File: src/rtl/inst_fetch_if.sv
// SRAM read bus between the instruction-fetch stage (master) and the shared base SRAM (slave).
// Control outputs are active-low; read data is returned combinationally by the SRAM.
interface inst_fetch_if #(
    parameter int ADDR_W = 20
);
    logic [ADDR_W-1:0] sram_addr_o;
    logic              sram_ce_n_o;
    logic              sram_oe_n_o;
    logic [31:0]       sram_data_i;

    modport master (
        output sram_addr_o,
        output sram_ce_n_o,
        output sram_oe_n_o,
        input  sram_data_i
    );

    modport slave (
        input  sram_addr_o,
        input  sram_ce_n_o,
        input  sram_oe_n_o,
        output sram_data_i
    );
endinterface

File: src/rtl/inst_fetch.sv
// Instruction-fetch stage: reads one word per PC from the shared SRAM, buffers it for IF/ID,
// yields to the memory stage and drops in-flight fetches on branch redirect.
module inst_fetch #(
    parameter int WAIT_CYCLES = 2,
    parameter int ADDR_W      = 20
) (
    input  logic        clk,
    input  logic        rst,
    input  logic [31:0] pc_i,
    input  logic        ce_i,
    input  logic [5:0]  stall,
    input  logic        branch_flag_i,
    input  logic        mem_busy_i,
    inst_fetch_if.master sram,
    output logic [31:0] inst_o,
    output logic [31:0] inst_pc_o,
    output logic        inst_valid_o,
    output logic        stallreq_o
);
    localparam int CNT_W = (WAIT_CYCLES > 1) ? $clog2(WAIT_CYCLES) : 1;
    localparam logic [CNT_W-1:0] CNT_LAST = CNT_W'(WAIT_CYCLES - 1);

    typedef enum logic [1:0] {IDLE, READ, HOLD} state_t;

    state_t            state_reg, state_next;
    logic [CNT_W-1:0]  cnt_reg, cnt_next;
    logic [31:0]       fetch_pc_reg, fetch_pc_next;
    logic              retry_reg, retry_next;
    logic [31:0]       inst_reg, inst_next;
    logic [31:0]       inst_pc_reg, inst_pc_next;
    logic              valid_reg, valid_next;
    logic [ADDR_W-1:0] addr_reg, addr_next;
    logic              en_n_reg, en_n_next;
    logic              start_fetch;
    logic [31:0]       start_pc;

    // Only stall[1] (IF/ID) matters to this stage.
    logic unused_stall;
    assign unused_stall = ^{stall[5:2], stall[0]};

    always_ff @(posedge clk) begin
        if (rst) begin
            state_reg    <= IDLE;
            cnt_reg      <= '0;
            fetch_pc_reg <= '0;
            retry_reg    <= 1'b0;
            inst_reg     <= '0;
            inst_pc_reg  <= '0;
            valid_reg    <= 1'b0;
            addr_reg     <= '0;
            en_n_reg     <= 1'b1;
        end else begin
            state_reg    <= state_next;
            cnt_reg      <= cnt_next;
            fetch_pc_reg <= fetch_pc_next;
            retry_reg    <= retry_next;
            inst_reg     <= inst_next;
            inst_pc_reg  <= inst_pc_next;
            valid_reg    <= valid_next;
            addr_reg     <= addr_next;
            en_n_reg     <= en_n_next;
        end
    end

    always_comb begin
        state_next    = state_reg;
        cnt_next      = cnt_reg;
        fetch_pc_next = fetch_pc_reg;
        retry_next    = retry_reg;
        inst_next     = inst_reg;
        inst_pc_next  = inst_pc_reg;
        valid_next    = valid_reg;
        addr_next     = addr_reg;
        en_n_next     = en_n_reg;
        start_fetch   = 1'b0;
        // A fetch aborted by the memory stage is retried from its own PC, not a fresh pc_i.
        start_pc      = retry_reg ? fetch_pc_reg : pc_i;

        if (!ce_i) begin
            state_next = IDLE;
            valid_next = 1'b0;
            en_n_next  = 1'b1;
            retry_next = 1'b0;
        end else begin
            case (state_reg)
                IDLE: begin
                    if (branch_flag_i) begin
                        retry_next = 1'b0;
                    end else if (!mem_busy_i) begin
                        start_fetch = 1'b1;
                    end
                end
                READ: begin
                    if (branch_flag_i) begin
                        state_next = IDLE;
                        en_n_next  = 1'b1;
                        retry_next = 1'b0;
                    end else if (mem_busy_i) begin
                        state_next = IDLE;
                        en_n_next  = 1'b1;
                        retry_next = 1'b1;
                    end else if (cnt_reg == CNT_LAST) begin
                        state_next   = HOLD;
                        inst_next    = sram.sram_data_i;
                        inst_pc_next = fetch_pc_reg;
                        valid_next   = 1'b1;
                        en_n_next    = 1'b1;
                    end else begin
                        cnt_next = cnt_reg + 1'b1;
                    end
                end
                HOLD: begin
                    if (branch_flag_i) begin
                        state_next = IDLE;
                        valid_next = 1'b0;
                    end else if (!stall[1]) begin
                        valid_next = 1'b0;
                        if (!mem_busy_i) begin
                            start_fetch = 1'b1;
                        end else begin
                            state_next = IDLE;
                        end
                    end
                end
                default: begin
                    state_next = IDLE;
                    valid_next = 1'b0;
                    en_n_next  = 1'b1;
                end
            endcase
        end

        if (start_fetch) begin
            state_next    = READ;
            cnt_next      = '0;
            fetch_pc_next = start_pc;
            addr_next     = start_pc[ADDR_W+1:2];
            en_n_next     = 1'b0;
            retry_next    = 1'b0;
        end
    end

    assign sram.sram_addr_o = addr_reg;
    assign sram.sram_ce_n_o = en_n_reg;
    assign sram.sram_oe_n_o = en_n_reg;
    assign inst_o           = inst_reg;
    assign inst_pc_o        = inst_pc_reg;
    assign inst_valid_o     = valid_reg;
    assign stallreq_o       = ce_i & ~rst & (state_reg != HOLD);
endmodule
File: src/flat_wrapper.sv
// flat-port wrapper written by rule: the top's interface ports become plain ports
module inst_fetch_flat 
#(
    parameter int WAIT_CYCLES = 2,
    parameter int ADDR_W      = 20
)
  (clk, rst, pc_i, ce_i, stall, branch_flag_i, mem_busy_i, inst_o, inst_pc_o, inst_valid_o, stallreq_o, sram_sram_addr_o, sram_sram_ce_n_o, sram_sram_oe_n_o, sram_sram_data_i);
  inst_fetch_if #(.ADDR_W(ADDR_W)) sram_i ();
  input  logic clk;
  input  logic rst;
  input  logic [31:0] pc_i;
  input  logic ce_i;
  input  logic [5:0] stall;
  input  logic branch_flag_i;
  input  logic mem_busy_i;
  output logic [31:0] inst_o;
  output logic [31:0] inst_pc_o;
  output logic inst_valid_o;
  output logic stallreq_o;
  output wire logic [$bits(sram_i.sram_addr_o)-1:0] sram_sram_addr_o;
  output wire logic [$bits(sram_i.sram_ce_n_o)-1:0] sram_sram_ce_n_o;
  output wire logic [$bits(sram_i.sram_oe_n_o)-1:0] sram_sram_oe_n_o;
  input wire logic [$bits(sram_i.sram_data_i)-1:0] sram_sram_data_i;
  assign sram_sram_addr_o = sram_i.sram_addr_o;
  assign sram_sram_ce_n_o = sram_i.sram_ce_n_o;
  assign sram_sram_oe_n_o = sram_i.sram_oe_n_o;
  assign sram_i.sram_data_i = sram_sram_data_i;
  inst_fetch #(.WAIT_CYCLES(WAIT_CYCLES), .ADDR_W(ADDR_W)) u_core (.clk(clk), .rst(rst), .pc_i(pc_i), .ce_i(ce_i), .stall(stall), .branch_flag_i(branch_flag_i), .mem_busy_i(mem_busy_i), .sram(sram_i), .inst_o(inst_o), .inst_pc_o(inst_pc_o), .inst_valid_o(inst_valid_o), .stallreq_o(stallreq_o));
endmodule
File: config.mk
export PLATFORM = sky130hd
export DESIGN_NAME = inst_fetch_flat
export DESIGN_NICKNAME = d
export VERILOG_FILES = /design/src/rtl/inst_fetch_if.sv /design/src/rtl/inst_fetch.sv /design/src/flat_wrapper.sv
export SDC_FILE = /design/constraint.sdc
export NUM_CORES = 1
export LEC_CHECK = 0
export CAP_MARGIN = 10
export CORE_MARGIN = 10
export CORE_UTILIZATION = 25
export CTS_CLUSTER_DIAMETER = 150
export DETAILED_ROUTE_END_ITERATION = 7
export GPL_TIMING_DRIVEN = 0
export MAX_ROUTING_LAYER = met4
export SYNTH_ARGS = -nofsm -noshare
export SYNTH_HDL_FRONTEND = slang
export SYNTH_SLANG_ARGS = --single-unit
File: constraint.sdc
create_clock -name clk -period 1.85 [get_ports clk]
set_clock_uncertainty 0.1 [all_clocks]
set_input_delay 0.37 -clock clk [delete_from_list [all_inputs] [get_ports clk]]
set_output_delay 0.37 -clock clk [all_outputs]
set_load 0.01 [all_outputs]
==> results of run 1 <==
worst max-delay path, stage by stage, from the launching register on:
cell and delay, ns:
dfxtp_1 0.34, buf_4 0.11, clkdlybuf4s50_1 0.53
path summary, 6_finish.rpt:
kind	to	slack [ns]	cells after the start
max	sram_sram_addr_o[16]	0.05	2
min reg2reg	u_core.inst_o[22]$_SDFFE_PP0P_	0.37	2
min	u_core.retry_reg$_SDFFE_PP0P_	0.32	2
max reg2reg	u_core.inst_pc_o[6]$_SDFFE_PP0P_	0.25	5
logic make-up (layout without fill, tap and decap cells):
| group | count (synthesis) | after routing | share of synthesized area [%] |
|---|---|---|---|
| simple gates | 177 | 177 | 24.98 |
| compound gates | 10 | 10 | 1.536 |
| buf+inv | 52 | 227 | 7.677 |
| mux | 96 | 96 | 21.06 |
| flops | 102 | 102 | 44.75 |
where the power goes:
group | switching [mW] | total, mW | leakage (nW) | internal [mW]
Clock | 0.882 | 1.94 | 0.135 | 1.06
Combinational | 0.165 | 0.448 | 1.73 | 0.283
Sequential | 0.0121 | 2.23 | 0.824 | 2.22
Total | 1.06 | 4.62 | 2.69 | 3.56
through the flow:
stage               instance area (sq um)  util, %  hold slack, ns
floorplan                            4563        -          0.3576
global placement                     6411    35.69          0.3585
detailed placement                   6411    35.69          0.3652
CTS                                  6725    37.44          0.3805
global route                         6789    37.79          0.3516
finish                               6789    37.79          0.3181
area by class of cell:
cell class              count  area share [%]
plain buffers              50           5.381
clock buffers              10           3.373
clock inverters             6           1.032
inverters                   2          0.1106
multi-input cells         283           32.03
flip-flops and latches    102           30.08
well taps                 229           4.220
repair buffers            159           23.77
Yosys cell counts:
cell	count	area share (%)
buf_2	1	0.11
nor4_1	1	0.14
o21ai_0	1	0.11
a2111oi_0	1	0.19
nor2b_1	1	0.14
a21boi_0	1	0.16
a21oi_1	2	0.22
nor2b_4	1	0.30
clkbuf_1	18	1.5
dfxtp_1	102	45
or3_1	1	0.14
buf_4	21	3.5
o32ai_1	1	0.19
o21bai_1	1	0.16
nor4_4	1	0.47
inv_1	2	0.16
a31oi_1	1	0.14
nor3b_1	1	0.16
mux2i_1	96	21
or2b_4	1	0.25
nand2b_1	164	22
nor3_1	1	0.11
nor2_1	2	0.16
and3b_1	1	0.19
nand2_1	1	0.082
and4bb_4	1	0.36
a21o_1	1	0.16
o41ai_1	1	0.19
buf_6	10	2.5
layer usage:
metal / wire (um) / part of all wire [%] / up-vias / global-route usage [%]
li1: - / - / 1739 / -
met1: 5837 / 43 / 1636 / 12.32
met2: 6465 / 48 / 99 / 18.87
met3: 1163 / 8.6 / 9 / 5.652
met4: 109 / 0.80 / 0 / 2.159
met5: 0 / 0 / - / -
what timing repair did:
item                                    4_1_cts  5_1_grt
buffers inserted                              2        1
pin swaps                                     1        1
hold buffers                                  0        0
resized for setup                             4       21
endpoints found under the setup margin       45       48
==> results.sh, run 1 <==
export IMPL_run_status="finished, final reports clean"
export IMPL_place_inst=822
export IMPL_start_kind="register"
export IMPL_regArea_sq_um=2042
export IMPL_required_ns=1.38
export IMPL_p_total_mw=4.620
export IMPL_layout_common_cells="nand2b_1 (164), clkdlybuf4s50_1 (141), dfxtp_1 (102), mux2i_1 (95), buf_4 (23)"
export IMPL_dieArea_sq_um=24060
export IMPL_antenna_found_initial=0
export IMPL_stdcell_count=841
export IMPL_final_setup_tns_ns=0
export IMPL_cp_arrival_ns=1.33
export IMPL_endpoint_kind="output port"
export IMPL_die_x_um=155.1
export IMPL_min_path_type="input pin to register"
export IMPL_setup_ws_ns=0.05451
export IMPL_ys_seq_area_share_pct=44.75
export IMPL_drt_total_wl_mm=13.58
export IMPL_vias_per_cell=4.141
export IMPL_htreeDepth=3
export IMPL_finalMaxSlewViolations=0
export IMPL_preCtsSetupSlack_ns=-0.5304
export IMPL_ant_nets=0
export IMPL_core_sq_um=17960
export IMPL_cts_tree="yes"
export IMPL_syn_area_sq_um=4563
export IMPL_power_leakage_nw=2.689
export IMPL_cts_root_buffer="clkbuf_16"
export IMPL_grt_pass1_vias=3978
export IMPL_post_route_period_util_pct=97.05
export IMPL_min_period_ns=1.795
export IMPL_worstSkewPairLatency_ns=0.34
export IMPL_drive_gt1_share_pct=9.314
export IMPL_cellPowerDensity_nw_per_um2=680.5
export IMPL_vias=3483
export IMPL_multi_input_area_sq_um=2175
export IMPL_rows=49
export IMPL_clockBufferDepth=2
export IMPL_drtPass1Iterations=4
export IMPL_hp_start="branch_flag_i"
export IMPL_maxSlewHeadroom_pct=66.13
export IMPL_grt_start_max_net_pins=18
export IMPL_ios=163
export IMPL_wl_per_cell_um=16.14
export IMPL_grt_setup_unrepaired="no"
export IMPL_path_max_fanout=2
export IMPL_avgSynthCellArea_sq_um=10.44
export IMPL_path_clk_slew_ns=0.07
export IMPL_die_h_um=155.1
export IMPL_numCtsBuffers=9
export IMPL_synth_cell_type_count=29
export IMPL_timing_worst_setup_path_type="register to output port"
export IMPL_syn_to_final_growth_pct=48.78
export IMPL_ys_seq_elements=102
export IMPL_drcViolationCount=0
export IMPL_nets=682
export IMPL_dp_hpwl_mm=10.31
export IMPL_worst_slew_pin_slew_ns=0.5080
export IMPL_cts_num_sinks=102
export IMPL_num_fill_cells=1753
export IMPL_r2r_start="u_core.state_reg[0]$_SDFFE_PP0P_"
export IMPL_start_util_pct=25.40
export IMPL_syn_inst=437
export IMPL_final_common_cell="nand2b_1"
export IMPL_grt_pass1_wl_mm=21.40
export IMPL_diodes=0
export IMPL_port_buffer_count=156
export IMPL_setup_viol=0
export IMPL_grt_total_usage_pct=11.46
export IMPL_crit_start="u_core.sram.sram_addr_o[16]$_SDFFE_PP0P_"
export IMPL_drv_cap=0
export IMPL_drtIter0Drc=75
export IMPL_ir_drop_mv=0.4402
export IMPL_syn_nets=512
export IMPL_gr_total_overflow=0
export IMPL_yosysWarnings=0
export IMPL_hold_viol=0
export IMPL_gp_congestion=0.8043
export IMPL_max_freq_ghz=0.5570
(Power assumes the default switching activity.)
==> run 2, diff against run 1 <==
--- a/config.mk
+++ b/config.mk
@@ -8,6 +8,7 @@
 export CAP_MARGIN = 10
 export CORE_MARGIN = 10
 export CORE_UTILIZATION = 25
+export CTS_BUF_LIST = sky130_fd_sc_hd__clkbuf_4 sky130_fd_sc_hd__clkbuf_8
 export CTS_CLUSTER_DIAMETER = 150
 export DETAILED_ROUTE_END_ITERATION = 7
 export GPL_TIMING_DRIVEN = 0
==> run 2 against run 1 <==
Net effect: global-route usage is essentially flat; sequential share of layout area grew 0.69 points; largest power group unchanged; non-clock buffer count shrank 1.
==> results.sh, run 2 (synthesized netlist as in run 1, its figures left out) <==
export IMPL_run_status="finished, final reports clean"
export IMPL_finalMaxSlewViolations=0
export IMPL_die_x_um=155.1
export IMPL_worstSkewPairLatency_ns=0.37
export IMPL_min_period_ns=1.803
export IMPL_diodes=0
export IMPL_timing_worst_setup_path_type="input pin to register"
export IMPL_core_sq_um=17960
export IMPL_endpoint="u_core.sram.sram_addr_o[9]$_SDFFE_PP0P_"
export IMPL_sw_frac_of_total_pct=24.17
export IMPL_wl_per_cell_um=16.12
export IMPL_place_inst=822
export IMPL_place_area_sq_um=6411
export IMPL_final_common_cell="nand2b_1"
export IMPL_start_util_pct=25.40
export IMPL_path_clk_slew_ns=0.10
export IMPL_r2r_start="u_core.state_reg[0]$_SDFFE_PP0P_"
export IMPL_htreeDepth=3
export IMPL_drv_cap=0
export IMPL_grt_start_max_net_pins=18
export IMPL_crit_start="ce_i"
export IMPL_cts_hold_buf=0
export IMPL_gp_congestion=0.8043
export IMPL_ir_drop_mv=0.4233
export IMPL_reg2reg_depth=5
export IMPL_rows=49
export IMPL_rr_endpoint="u_core.inst_pc_o[6]$_SDFFE_PP0P_"
export IMPL_ant_nets=0
export IMPL_min_path_type="input pin to register"
export IMPL_die_h_um=155.1
export IMPL_cp_arrival_ns=2.00
export IMPL_syn_to_final_growth_pct=45.43
export IMPL_path_max_fanout=10
export IMPL_grt_total_usage_pct=11.42
export IMPL_dieArea_sq_um=24060
export IMPL_grt_pass1_wl_mm=21.36
export IMPL_utilization_pct=36.94
export IMPL_drt_total_wl_mm=13.54
export IMPL_clockPowerShare_pct=35.6
export IMPL_slowest_stage="clkdlybuf4s50_1"
export IMPL_dp_hpwl_mm=10.31
export IMPL_cts_num_sinks=102
export IMPL_finalInstanceArea_sq_um=6636
export IMPL_drive_gt1_share_pct=9.329
export IMPL_grt_pass1_vias=3971
export IMPL_cts_root_buffer="clkbuf_8"
export IMPL_cp_top_family="buffers and inverters"
export IMPL_gr_total_overflow=0
export IMPL_power_leakage_nw=2.675
export IMPL_cp_common_cell="buf_6"
export IMPL_hold_viol=0
export IMPL_pwr_share_comb_pct=10.5
export IMPL_drtIter0Drc=62
export IMPL_critPathMaxStageDelay_ns=0.51
export IMPL_drtPass1Iterations=4
export IMPL_vias_per_cell=4.133
export IMPL_hold_slack_ns=0.2877
export IMPL_cp_num_buf_inv=3
export IMPL_cellPowerDensity_nw_per_um2=624.0
export IMPL_required_ns=2.05
export IMPL_internal_power_mw=3.140
export IMPL_crit_cells=6
export IMPL_worst_slew_pin_slew_ns=0.5313
export IMPL_numCtsBuffers=9
export IMPL_vias=3472
export IMPL_clockBufferDepth=2
export IMPL_setup_viol=0
export IMPL_stdcell_count=840
export IMPL_maxSlewHeadroom_pct=64.58
export IMPL_antenna_found_initial=0
export IMPL_nets=681
export IMPL_cts_tree="yes"
export IMPL_cp_cell_sequence="clkdlybuf4s50_1 -> or2b_4 -> nor4_4 -> buf_6 -> buf_6 -> mux2i_2"
export IMPL_ios=163
export IMPL_switchingPower_mw=1.001
export IMPL_drcViolationCount=0
export IMPL_layout_common_cells="nand2b_1 (164), clkdlybuf4s50_1 (126), dfxtp_1 (102), mux2i_1 (95), buf_4 (22)"
export IMPL_port_buffer_count=156
export IMPL_max_freq_ghz=0.5547
export IMPL_grt_setup_unrepaired="no"
export IMPL_start_kind="input pin"
export IMPL_rrSetupSlack_ns=0.25
export IMPL_p_seq_share_pct=53.9
export IMPL_endpoint_kind="register"
export IMPL_post_route_period_util_pct=97.44
[run 2: changes by cell type in the layout (fill, tap and decap cells not counted), moves of 2 or more]
cell,before,now
dlygate4sd2_1,1,19
dlymetal6s2s_1,13,10
clkbuf_8,0,9
buf_6,8,10
clkbuf_16,9,0
clkdlybuf4s50_1,141,126
buf_12,2,0
[run 2: per-stage QoR]
step / setup slack, ns / power [mW] / TNS, ns
finish: 0.04729 / 4.141 / 0
global route: 0.007107 / 4.354 / 0
CTS: 0.001045 / 4.235 / 0
detailed placement: -0.5304 / 2.732 / -38.39
global placement: -0.5002 / 2.725 / -36.05
floorplan: 0.3290 / 2.482 / 0
[run 2: worst min path at each step]
stage / startpoint / to / cells past startpoint
floorplan: u_core.fetch_pc_reg[0]$_SDFFE_PP0P_ / u_core.fetch_pc_reg[0]$_SDFFE_PP0P_ / 2
global placement: u_core.inst_o[26]$_SDFFE_PP0P_ / u_core.inst_o[26]$_SDFFE_PP0P_ / 2
detailed placement: u_core.inst_o[17]$_SDFFE_PP0P_ / u_core.inst_o[17]$_SDFFE_PP0P_ / 2
CTS: u_core.inst_pc_o[21]$_SDFFE_PP0P_ / u_core.inst_pc_o[21]$_SDFFE_PP0P_ / 2
global route: branch_flag_i / u_core.retry_reg$_SDFFE_PP0P_ / 2
finish: branch_flag_i / u_core.retry_reg$_SDFFE_PP0P_ / 2
[run 2: what timing repair did]
action,in CTS,in global routing
pin swaps,1,0
setup buffers,2,0
gates resized for setup,22,14
hold endpoints to repair,0,0
setup endpoints to repair,50,70
[run 2: power by group through the flow]
stage / clock network [mW] / registers, mW / logic [mW]
detailed placement: 0 / 2.28 / 0.449
CTS: 1.56 / 2.23 / 0.443
floorplan: 0 / 2.28 / 0.202
finish: 1.47 / 2.23 / 0.435
global placement: 0 / 2.28 / 0.443
global route: 1.65 / 2.24 / 0.473
[run 2: layout make-up]
| type | count | area (sq um) |
|---|---|---|
| Tap cell | 229 | 286.5 |
| Timing Repair Buffer | 158 | 1577 |
| Clock inverter | 6 | 70.07 |
| Multi-Input combinational cell | 283 | 2175 |
| Inverter | 2 | 7.507 |
| Clock buffer | 10 | 131.4 |
| Fill cell | 1770 | 11330 |
| Sequential cell | 102 | 2042 |
| Buffer | 50 | 347.8 |
[run 2: per-layer routing]
layer	GRT usage, %	routed length (um)	vias to the layer above
li1	-	-	1734
met4	2.024	96	0
met2	18.81	6436	100
met5	-	0	-
met1	12.34	5864	1631
met3	5.597	1141	7
==> run 3, diff against run 2 <==
--- a/config.mk
+++ b/config.mk
@@ -6,7 +6,6 @@
 export NUM_CORES = 1
 export LEC_CHECK = 0
 export CAP_MARGIN = 10
-export CORE_MARGIN = 10
 export CORE_UTILIZATION = 25
 export CTS_BUF_LIST = sky130_fd_sc_hd__clkbuf_4 sky130_fd_sc_hd__clkbuf_8
 export CTS_CLUSTER_DIAMETER = 150
==> run 3 against run 2 <==
Net effect: via count about the same; first-iteration DRC count rose by 56%; power is 0.71% lower; critical path depth down 2; worst hold slack improved by 0.011 ns; critical path type is now input pin to output port; fmax shrank 1.2%; register-to-register slack got worse by 0.03 ns; cell count unchanged; largest power group unchanged; clock power barely moved; global-route usage is 2.1 points higher; utilization up 0.22 points.
==> results.sh, run 3 (synthesized netlist as in run 1, its figures left out) <==
export IMPL_htreeDepth=3
export IMPL_drtIter0Drc=97
export IMPL_ir_drop_mv=0.3699
export IMPL_critPathMaxStageDelay_ns=0.52
export IMPL_cp_num_buf_inv=2
export IMPL_dp_hpwl_mm=8.825
export IMPL_cts_root_buffer="clkbuf_8"
export IMPL_min_period_ns=1.824
export IMPL_grt_total_usage_pct=13.53
export IMPL_grt_pass1_wl_mm=18.64
export IMPL_hp_start="branch_flag_i"
export IMPL_layout_common_cells="nand2b_1 (164), clkdlybuf4s50_1 (130), dfxtp_1 (100), mux2i_1 (95), buf_4 (22)"
export IMPL_run_status="finished, final reports clean"
export IMPL_r2r_start="u_core.state_reg[0]$_SDFFE_PP0P_"
export IMPL_rrSetupSlack_ns=0.22
export IMPL_drtPass1Iterations=6
export IMPL_start_util_pct=25.49
export IMPL_power_leakage_nw=2.654
export IMPL_rr_endpoint="u_core.inst_pc_o[9]$_SDFFE_PP0P_"
export IMPL_port_buffer_count=156
export IMPL_setup_viol=0
export IMPL_hold_viol=0
export IMPL_diodes=0
export IMPL_cp_top_family="buffers and inverters"
export IMPL_cp_cell_sequence="clkdlybuf4s50_1 -> nand2b_1 -> nor2_2 -> clkdlybuf4s15_2"
export IMPL_utilization_pct=37.17
export IMPL_antenna_found_initial=0
export IMPL_path_clk_slew_ns=0.09
export IMPL_slowest_stage="clkdlybuf4s50_1"
export IMPL_drcViolationCount=0
export IMPL_cts_hold_buf=0
export IMPL_drive_gt1_share_pct=9.820
export IMPL_die_h_um=137.1
export IMPL_die_x_um=137.1
export IMPL_worst_slew_pin_slew_ns=0.4822
export IMPL_vias=3473
export IMPL_drt_total_wl_mm=12.03
export IMPL_post_route_period_util_pct=98.59
export IMPL_final_common_cell="nand2b_1"
export IMPL_wl_per_cell_um=14.32
export IMPL_ios=163
export IMPL_whs_path_depth=2
export IMPL_timing_worst_setup_path_type="input pin to output port"
export IMPL_hold_slack_ns=0.2983
export IMPL_p_total_mw=4.111
export IMPL_dieArea_sq_um=18800
export IMPL_cts_tree="yes"
export IMPL_cellPowerDensity_nw_per_um2=617.9
export IMPL_maxSlewHeadroom_pct=67.86
export IMPL_ant_nets=0
export IMPL_min_path_type="input pin to register"
export IMPL_syn_to_final_growth_pct=45.82
export IMPL_vias_per_cell=4.135
export IMPL_path_max_fanout=4
export IMPL_core_sq_um=17900
export IMPL_stdcell_count=840
export IMPL_cp_arrival_ns=1.35
export IMPL_finalMaxSlewViolations=0
export IMPL_reg2reg_depth=5
export IMPL_hold_end="u_core.retry_reg$_SDFFE_PP0P_"
export IMPL_gr_total_overflow=0
export IMPL_place_inst=822
export IMPL_grt_pass1_vias=3617
export IMPL_numCtsBuffers=9
export IMPL_drv_cap=0
export IMPL_required_ns=1.38
export IMPL_grt_start_max_net_pins=18
export IMPL_clockBufferDepth=2
export IMPL_worstSkewPairLatency_ns=0.37
export IMPL_endpoint_kind="output port"
export IMPL_gp_congestion=0.8025
export IMPL_grt_setup_unrepaired="yes"
export IMPL_max_freq_ghz=0.5482
export IMPL_cts_num_sinks=102
export IMPL_start_kind="input pin"
export IMPL_nets=681
export IMPL_rows=49
-- run 3: cell count changes in the layout (fill, tap and decap cells not counted), sizes merged --
cell	previous run	this run
clkdlybuf4s50	126	130
dlygate4sd2	19	15
clkbuf	29	27
clkinv	1	3
clkdlybuf4s15	0	1
inv	3	2
-- run 3: report_power, final --
part / switching (mW) / internal [mW] / total [mW]
Combinational: 0.160 / 0.274 / 0.434
Clock: 0.818 / 0.627 / 1.45
Sequential: 0.0122 / 2.22 / 2.23
Total: 0.990 / 3.12 / 4.11
-- run 3: how the worst max path moves through the flow --
| stage | from | end | slack (ns) | cells past startpoint |
|---|---|---|---|---|
| 2_1_floorplan | ce_i | u_core.fetch_pc_reg[0]$_SDFFE_PP0P_ | 0.33 | 4 |
| 3_3_place_gp | ce_i | u_core.sram.sram_addr_o[16]$_SDFFE_PP0P_ | -0.50 | 5 |
| 3_5_place_dp | ce_i | u_core.sram.sram_addr_o[16]$_SDFFE_PP0P_ | -0.53 | 5 |
| 4_1_cts | ce_i | stallreq_o | -0.004 | 4 |
| 5_1_grt | ce_i | stallreq_o | -0.01 | 4 |
| 6_report | ce_i | stallreq_o | 0.03 | 4 |
-- run 3: cell type report --
cell class,instances,area [sq um]
buffer,50,351.6
clock buffer,9,123.9
clock inverter,7,75.07
fill,1795,11250
inverter,2,7.507
multi-input combinational,283,2177
sequential,102,2044
tap,229,286.5
timing repair buffer,158,1588
-- run 3: repair_timing --
| action | in CTS | in global routing |
|---|---|---|
| pin swaps | 1 | 1 |
| setup buffers | 2 | 0 |
| gates resized for setup | 20 | 16 |
| endpoints found under the setup margin | 47 | 70 |
-- run 3: metal layers --
metal | GRT usage, % | part of all wire, %
met2 | 20.76 | 45
met4 | 5.861 | 2.1
met3 | 3.630 | 6.2
met5 | - | 0
met1 | 16.59 | 46
-- run 3: per-stage QoR --
step                      instance area (sq um)  setup TNS (ns)  setup slack (ns)
final                                      6654               0           0.02601
after floorplan                            4563               0            0.3290
after CTS                                  6610       -0.004183         -0.004183
after detailed placement                   6411          -39.19           -0.5293
after global routing                       6654        -0.01376          -0.01376
after global placement                     6411          -36.04           -0.4972
